**src/rtl/alu_exec_stage_if.sv**
```systemverilog
// Command and result handshake bundle for alu_exec_stage.
// slave = the stage side, master = the command source / result sink side.
interface alu_exec_stage_if;
    logic       cmd_valid;
    logic       cmd_ready;
    logic [3:0] cmd_op;
    logic [7:0] cmd_a;
    logic [7:0] cmd_b;
    logic       cmd_use_acc;

    logic       res_valid;
    logic       res_ready;
    logic [7:0] res_data;
    logic       res_zero;
    logic       res_carry;
    logic [3:0] res_op;
    logic       res_illegal;

    modport slave (
        input  cmd_valid, cmd_op, cmd_a, cmd_b, cmd_use_acc, res_ready,
        output cmd_ready, res_valid, res_data, res_zero, res_carry, res_op, res_illegal
    );

    modport master (
        output cmd_valid, cmd_op, cmd_a, cmd_b, cmd_use_acc, res_ready,
        input  cmd_ready, res_valid, res_data, res_zero, res_carry, res_op, res_illegal
    );
endinterface

```
**src/rtl/alu_exec_stage.sv**
```systemverilog
// Issue/capture stage around a combinational 8-bit ALU: IDLE -> EXEC -> RESP.
// Optional macro ALU_EXEC_ACC_FWD_EN lets cmd_use_acc replace operand A with the last ALU result.
module alu_exec_stage (
    input  logic                   clk,
    input  logic                   rst,
    alu_exec_stage_if.slave        bus,
    output logic [3:0]             alu_select,
    output logic [7:0]             alu_a_in,
    output logic [7:0]             alu_b_in,
    input  logic [7:0]             alu_out,
    input  logic                   alu_zero_flag,
    input  logic                   alu_carry_out,
    output logic                   err_illegal,
    output logic [7:0]             ops_done,
    output logic [1:0]             dbg_state
);
    // Handshakes: a transfer happens on a rising edge where valid and ready are both 1.
    // cmd_ready and res_valid depend only on state (and rst), never on the peer's signal.
    typedef enum logic [1:0] {
        IDLE = 2'd0,
        EXEC = 2'd1,
        RESP = 2'd2
    } state_t;

    state_t state, state_next;
    logic   cmd_fire;
    logic   res_fire;
    logic   cur_illegal;

    function automatic logic op_is_legal(input logic [3:0] op);
        case (op)
            4'b0000, 4'b0001, 4'b0010, 4'b0011, 4'b1011, 4'b1100: op_is_legal = 1'b1;
            default:                                               op_is_legal = 1'b0;
        endcase
    endfunction

    always_ff @(posedge clk) begin
        if (rst) state <= IDLE;
        else     state <= state_next;
    end

    always_comb begin
        state_next    = state;
        bus.cmd_ready = 1'b0;
        bus.res_valid = 1'b0;
        case (state)
            IDLE: begin
                bus.cmd_ready = ~rst;
                if (bus.cmd_valid) state_next = EXEC;
            end
            EXEC: state_next = RESP;
            RESP: begin
                bus.res_valid = 1'b1;
                if (bus.res_ready) state_next = IDLE;
            end
            default: state_next = IDLE;
        endcase
    end

    assign cmd_fire    = (state == IDLE) && bus.cmd_valid;
    assign res_fire    = (state == RESP) && bus.res_ready;
    assign cur_illegal = ~op_is_legal(alu_select);
    assign dbg_state   = state;

`ifdef ALU_EXEC_ACC_FWD_EN
    logic [7:0] acc;

    always_ff @(posedge clk) begin
        if (rst)                acc <= 8'h00;
        else if (state == EXEC) acc <= alu_out;
    end
`else
    logic unused_use_acc;
    assign unused_use_acc = bus.cmd_use_acc;
`endif

    // ALU-port registers only move on command acceptance and hold otherwise.
    always_ff @(posedge clk) begin
        if (rst) begin
            alu_select <= 4'h0;
            alu_a_in   <= 8'h00;
            alu_b_in   <= 8'h00;
        end else if (cmd_fire) begin
            alu_select <= bus.cmd_op;
            alu_b_in   <= bus.cmd_b;
`ifdef ALU_EXEC_ACC_FWD_EN
            alu_a_in   <= bus.cmd_use_acc ? acc : bus.cmd_a;
`else
            alu_a_in   <= bus.cmd_a;
`endif
        end
    end

    always_ff @(posedge clk) begin
        if (rst) begin
            bus.res_data    <= 8'h00;
            bus.res_zero    <= 1'b0;
            bus.res_carry   <= 1'b0;
            bus.res_op      <= 4'h0;
            bus.res_illegal <= 1'b0;
            err_illegal     <= 1'b0;
            ops_done        <= 8'h00;
        end else begin
            if (state == EXEC) begin
                bus.res_data    <= alu_out;
                bus.res_zero    <= alu_zero_flag;
                bus.res_carry   <= alu_carry_out;
                bus.res_op      <= alu_select;
                bus.res_illegal <= cur_illegal;
                if (cur_illegal) err_illegal <= 1'b1;
            end
            if (res_fire) ops_done <= ops_done + 8'd1;
        end
    end
endmodule

```
**src/flat_wrapper.sv**
```systemverilog
// flat-port wrapper written by rule: the top's interface ports become plain ports
module alu_exec_stage_flat 
  (clk, rst, alu_select, alu_a_in, alu_b_in, alu_out, alu_zero_flag, alu_carry_out, err_illegal, ops_done, dbg_state, bus_cmd_valid, bus_cmd_op, bus_cmd_a, bus_cmd_b, bus_cmd_use_acc, bus_res_ready, bus_cmd_ready, bus_res_valid, bus_res_data, bus_res_zero, bus_res_carry, bus_res_op, bus_res_illegal);
  alu_exec_stage_if bus_i ();
  input  logic clk;
  input  logic rst;
  output logic [3:0] alu_select;
  output logic [7:0] alu_a_in;
  output logic [7:0] alu_b_in;
  input  logic [7:0] alu_out;
  input  logic alu_zero_flag;
  input  logic alu_carry_out;
  output logic err_illegal;
  output logic [7:0] ops_done;
  output logic [1:0] dbg_state;
  input wire logic [$bits(bus_i.cmd_valid)-1:0] bus_cmd_valid;
  input wire logic [$bits(bus_i.cmd_op)-1:0] bus_cmd_op;
  input wire logic [$bits(bus_i.cmd_a)-1:0] bus_cmd_a;
  input wire logic [$bits(bus_i.cmd_b)-1:0] bus_cmd_b;
  input wire logic [$bits(bus_i.cmd_use_acc)-1:0] bus_cmd_use_acc;
  input wire logic [$bits(bus_i.res_ready)-1:0] bus_res_ready;
  output wire logic [$bits(bus_i.cmd_ready)-1:0] bus_cmd_ready;
  output wire logic [$bits(bus_i.res_valid)-1:0] bus_res_valid;
  output wire logic [$bits(bus_i.res_data)-1:0] bus_res_data;
  output wire logic [$bits(bus_i.res_zero)-1:0] bus_res_zero;
  output wire logic [$bits(bus_i.res_carry)-1:0] bus_res_carry;
  output wire logic [$bits(bus_i.res_op)-1:0] bus_res_op;
  output wire logic [$bits(bus_i.res_illegal)-1:0] bus_res_illegal;
  assign bus_i.cmd_valid = bus_cmd_valid;
  assign bus_i.cmd_op = bus_cmd_op;
  assign bus_i.cmd_a = bus_cmd_a;
  assign bus_i.cmd_b = bus_cmd_b;
  assign bus_i.cmd_use_acc = bus_cmd_use_acc;
  assign bus_i.res_ready = bus_res_ready;
  assign bus_cmd_ready = bus_i.cmd_ready;
  assign bus_res_valid = bus_i.res_valid;
  assign bus_res_data = bus_i.res_data;
  assign bus_res_zero = bus_i.res_zero;
  assign bus_res_carry = bus_i.res_carry;
  assign bus_res_op = bus_i.res_op;
  assign bus_res_illegal = bus_i.res_illegal;
  alu_exec_stage u_core (.clk(clk), .rst(rst), .bus(bus_i), .alu_select(alu_select), .alu_a_in(alu_a_in), .alu_b_in(alu_b_in), .alu_out(alu_out), .alu_zero_flag(alu_zero_flag), .alu_carry_out(alu_carry_out), .err_illegal(err_illegal), .ops_done(ops_done), .dbg_state(dbg_state));
endmodule
```
**config.mk**
```make
export PLATFORM = sky130hd
export DESIGN_NAME = alu_exec_stage_flat
export DESIGN_NICKNAME = d
export VERILOG_FILES = /design/src/rtl/alu_exec_stage_if.sv /design/src/rtl/alu_exec_stage.sv /design/src/flat_wrapper.sv
export SDC_FILE = /design/constraint.sdc
export NUM_CORES = 1
export LEC_CHECK = 0
export BUFFER_PORTS_ARGS = -buffer_cell sky130_fd_sc_hd__buf_4
export CAP_MARGIN = 25
export CORE_MARGIN = 2
export CORE_UTILIZATION = 48
export DETAILED_ROUTE_END_ITERATION = 10
export PLACE_DENSITY_LB_ADDON = 0.08
export SETUP_SLACK_MARGIN = 0.4
export SYNTH_ARGS = -nofsm -noshare
export SYNTH_HDL_FRONTEND = slang
export SYNTH_SLANG_ARGS = --single-unit
```
**constraint.sdc**
```tcl
create_clock -name clk -period 2.23 [get_ports clk]
set_input_delay 0.1115 -clock clk [delete_from_list [all_inputs] [get_ports clk]]
set_output_delay 0.1115 -clock clk [all_outputs]
set_load 0.02 [all_outputs]
```
Word-level counts from Yosys, hierarchy flattened
Cells that the tools add are included.
{"block": "word_totals", "word_cells": 36, "ram_bits": 0, "mem_bits_ro": 0, "memories": 0, "in_bits": 35, "regBits": 46, "latchBits": 0}
{"block": "classes", "n_lt_le_gt_ge": 0, "muxes": 6, "eq_ne": 9, "div": 0, "n_reduce_logical": 7, "bitwise": 2, "addsub": 1, "multipliers": 0, "n_shift": 0}
{"op": "$add 8x1->8 const B", "count": 1}
{"op": "$eq 4x2->1 const B", "count": 2}
{"op": "$eq 4x4->1 const B", "count": 2}
{"op": "$pmux 2 s3", "count": 1}
{"op": "$reduce_or 6->1", "count": 1}
{"op": "$eq 4x1->1 const B", "count": 1}
{"op": "$logic_not 4->1", "count": 1}
{"op": "$mux 2", "count": 2}
{"op": "$ne 2x2->1 const B", "count": 2}
{"op": "$reduce_and 2->1", "count": 2}
{"op": "$mux 1", "count": 3}
{"op": "$eq 2x1->1 const B", "count": 1}
{"op": "$eq 2x2->1 const B", "count": 1}
{"op": "$logic_and 1x1->1", "count": 2}
{"op": "$logic_not 2->1", "count": 1}
{"op": "$not 1->1", "count": 2}

Depth between registers and ports, before layout
{"block": "logic_depth", "ltp_word": 5, "depth_mapped": 6, "depth_no_buf": 4}

Worst setup path after synthesis
No wires, ideal clock.
{"block": "synth_path", "path_kind": "register -> register", "start": "register u_core.state[1] (netlist: u_core.dbg_state[1])", "end": "register u_core.ops_done[6]", "n_path_buf": 1, "period_less_slack_ps": 1381, "stages_incl_launch_ff": 5, "t_required_ps": 2160, "t_arrival_ps": 1310, "setup_slack_ps": 849, "cell_sequence": "dfxtp_1 -> buf_6 -> nand4b_4 -> or4_1 -> a21oi_1"}
{"block": "synth_via", "elab_chain_len": 2}
{"item": "from (decl)", "line_no": "alu_exec_stage.sv:25", "rtl": "state_t state, state_next;"}
{"item": "from (signal assigned)", "line_no": "alu_exec_stage.sv:39", "rtl": "else state <= state_next;"}
{"item": "$eq 2x2->1", "line_no": "alu_exec_stage.sv:61", "rtl": "assign res_fire = (state == RESP) && bus.res_ready;"}
{"item": "$logic_and 1x1->1", "line_no": "alu_exec_stage.sv:61"}
{"item": "to (signal assigned)", "line_no": "alu_exec_stage.sv:112", "rtl": "if (res_fire) ops_done <= ops_done + 8'd1;"}
{"item": "to (decl)", "line_no": "alu_exec_stage.sv:14", "rtl": "output logic [7:0] ops_done,"}
No other way between the ends.
A chain may end at the register's enable or synchronous reset.

Worst setup path in the final report
{"block": "layout_path", "start": "register u_core.state[1] (netlist: u_core.dbg_state[1])", "end": "register u_core.alu_select[3]"}
{"block": "layout_via", "elab_chain_len": 2}
{"item": "$logic_not 2->1", "line_no": "alu_exec_stage.sv:60", "rtl": "assign cmd_fire = (state == IDLE) && bus.cmd_valid;"}
{"item": "$logic_and 1x1->1", "line_no": "alu_exec_stage.sv:60"}
{"item": "to (signal assigned)", "line_no": "alu_exec_stage.sv:84", "rtl": "alu_select <= bus.cmd_op;"}
{"item": "to (decl)", "line_no": "alu_exec_stage.sv:7", "rtl": "output logic [3:0] alu_select,"}
No other way between the ends.

==> reports/metrics.csv <==
stage;metric;value;unit
cells_and_area;Filler Cells Inserted;261;
timing;minimum clock period;1.52;ns
floorplan;Horiz. Die Dim;63.9;um
detailed_routing;Routed WL;4620;um
yosys;Avg Cell Area, Syn;8.32;um^2
setup_path;critical path startpoint category;flip-flop;
cts;CTS-repair resized insts;0;
cts;CTS sink count;46;
cts;# Post-CTS Setup Buffers;0;
global_route;largest net degree at the start of global routing;47;
cells_and_area;ant diodes;0;
yosys;syn nets;243;
timing;Worst slew margin;58.1;%
detailed_routing;Detail Route Antenna Nets;0;
timing;Final Hold Fails;0;
yosys;Post-synth EDFFs;0;
detailed_routing;DRC;0;
yosys;Syn Inst Count;207;
place;hpwl dp;2730;um
setup_path;Crit. End Element;flip-flop;
place;placed cell area;0.00234;mm^2
detailed_routing;via count;1811;
detailed_routing;Routed WL per cell;12.8;um
timing;hold slack;0.0527;ns
cells_and_area;most frequent cells in the layout;buf_4, nand2_1, dfxtp_1;
yosys;sequential fraction of the synthesis area;53.4;%
timing;period utilisation layout;68.0;%
cells_and_area;Non-Filler Instances;361;
timing;Setup TNS;0;ns
place;gpl congestion;0.746;
power_and_ir_drop;total power draw;1.71;mW
floorplan;Top-Level Pins;83;
setup_path;cell chain of the critical path;or3b_1, nand2_1, a21oi_1;
run;max cap viols;0;
setup_path;Crit path largest cell delay;0.70;ns
yosys;Synthesis Warnings;0;
cts;clock-pin slew on the worst setup and hold paths;0.12;ns
floorplan;Die Ht;63.9;um
min_path;worst min path class;input pin to flip-flop;
global_route;first-pass GRT wire length;7730;um
cts;CTS tree;done;
timing;setup violators final;0;
detailed_routing;Via density;5.02;
power_and_ir_drop;pwr/cell area;625;mW/mm^2
cts;CTS Buf Count;5;
setup_path;Critical Path AT;1.75;ns
cells_and_area;area taken by multi-input logic gates;737;um^2
yosys;synthesized area;0.00172;mm^2
setup_path;CP Buf/Inv Count;0;
cts;H-Tree Depth;2;
cells_and_area;design area;0.00273;mm^2
place;IO Port Bufs;81;
floorplan;Core ar.;0.00339;mm^2
global_route;total grt overflow;0;
timing;RSZ-0062 raised after global routing;false;
status;status;complete, no violations;
cells_and_area;synthesis-to-layout area growth;58.7;%
setup_path;WS Path Type;flip-flop to flip-flop;
cells_and_area;commonest non-fill, non-tap cell in the layout;buf_4;
setup_path;CP max FO;20;
yosys;synthesized flop and latch total;46;
setup_path;Data required, critical path;2.47;ns
yosys;Top FF cell, synth;dfxtp_1;
cells_and_area;area occupied by registers;921;um^2
yosys;Netlist cell types;34;
floorplan;Die ar.;0.00408;mm^2
setup_path;CP max-delay cell;or3b_1;
cts;Clock Latency Late Sink;0.36;ns
global_route;vias in the first global route;1792;
timing;Worst Tran Pin Value;0.628;ns
cts;hold_buf cts;31;
yosys;FFs w/ async S/R, synth;0;%
floorplan;site row count;21;
timing;fmax;659;MHz
power_and_ir_drop;peak supply drop;0.000411;V
timing;worst clock skew;0.00410;ns
timing;count of pins over their slew limit;0;
detailed_routing;drt first pass iters;4;
place;Cells after DPL;323;
power_and_ir_drop;Leak;1.22;nW
detailed_routing;initial DRC count;94;
floorplan;Initial Utilization;50.8;%
global_route;Total GRT Usage;24.0;%
cells_and_area;NumNets Final;351;
cells_and_area;layout cells sized above 1;29.2;%
cts;Clock Tree Root;clkbuf_4;
setup_path;CP top delay family;simple AND/OR/NAND/NOR gates;
global_route;antenna violations before repair;0;
cts;Max clock buf depth;2;
state kept, by name (all words and copies together), names as in the netlist:
signal                  flops
u_core.alu_a_in             8
u_core.alu_b_in             8
u_core.alu_select           4
u_core.bus.res_carry        1
u_core.bus.res_data         8
u_core.bus.res_illegal      1
u_core.bus.res_op           4
u_core.bus.res_zero         1
u_core.dbg_state            2
u_core.err_illegal          1
u_core.ops_done             8
through the flow:
step	worst slack (ns)	utilization [%]
detailed placement	0.696	69.1
global route	0.522	80.7
CTS	0.667	80.7
finish	0.713	80.7
floorplan	0.849	-
global placement	0.726	69.1
final cells by class:
type	instances	share of cell area, %
clock buffer	6	1.88
tap	46	2.11
sequential	46	33.7
timing repair buffer	114	34.1
multi-input combinational	147	27.0
clock inverter	1	1.10
inverter	1	0.137
cell families after synthesis:
group | share of synthesized area [%]
buffers and inverters | 4.07
AO/OA/AOI/OAI | 15.0
XOR/XNOR | 1.02
adder cells (fa/ha/maj) | 0.726
AND/OR/NAND/NOR | 25.2
multiplexers | 0.581
flip-flops | 53.4
cells in the mapped netlist (all sizes together) (2+ instances only):
library cell	number	area, um^2
a21oi	42	210
buf	7	42.5
clkbuf	6	23.8
dfxtp	46	921
nand2	72	270
nand4b	2	32.5
nor2	3	11.3
o21ai	2	10.0
o31ai	3	22.5
or3	2	12.5
or4	3	22.5
xor2	2	17.5
power by group:
group	switching, mW	total [mW]	internal [mW]
registers	0.0283	0.888	0.859
clock network	0.255	0.516	0.261
logic	0.151	0.305	0.154
total	0.435	1.71	1.27
metal layers:
metal / wire length [um] / track usage, %
met1: 1970 / 28.3
met4: 58 / 6.52
met3: 280 / 6.87
met2: 2320 / 42.4
met5: 0 / 0
worst min-delay path: stages:
cell	delay [ns]
buf_4	0.11
nand2b_1	0.10
a21oi_1	0.06
final timing paths:
kind / start / to / slack, ns / depth (start not counted)
worst max register to register: u_core.dbg_state[1] / u_core.alu_select[3] / 0.71 / 3
worst max-delay path: u_core.dbg_state[1] / u_core.alu_select[3] / 0.71 / 3
worst min register to register: u_core.alu_b_in[1] / u_core.alu_b_in[1] / 0.46 / 2
worst min-delay path: bus_res_ready / u_core.dbg_state[1] / 0.05 / 3
Power figures use the tool's default switching activity.
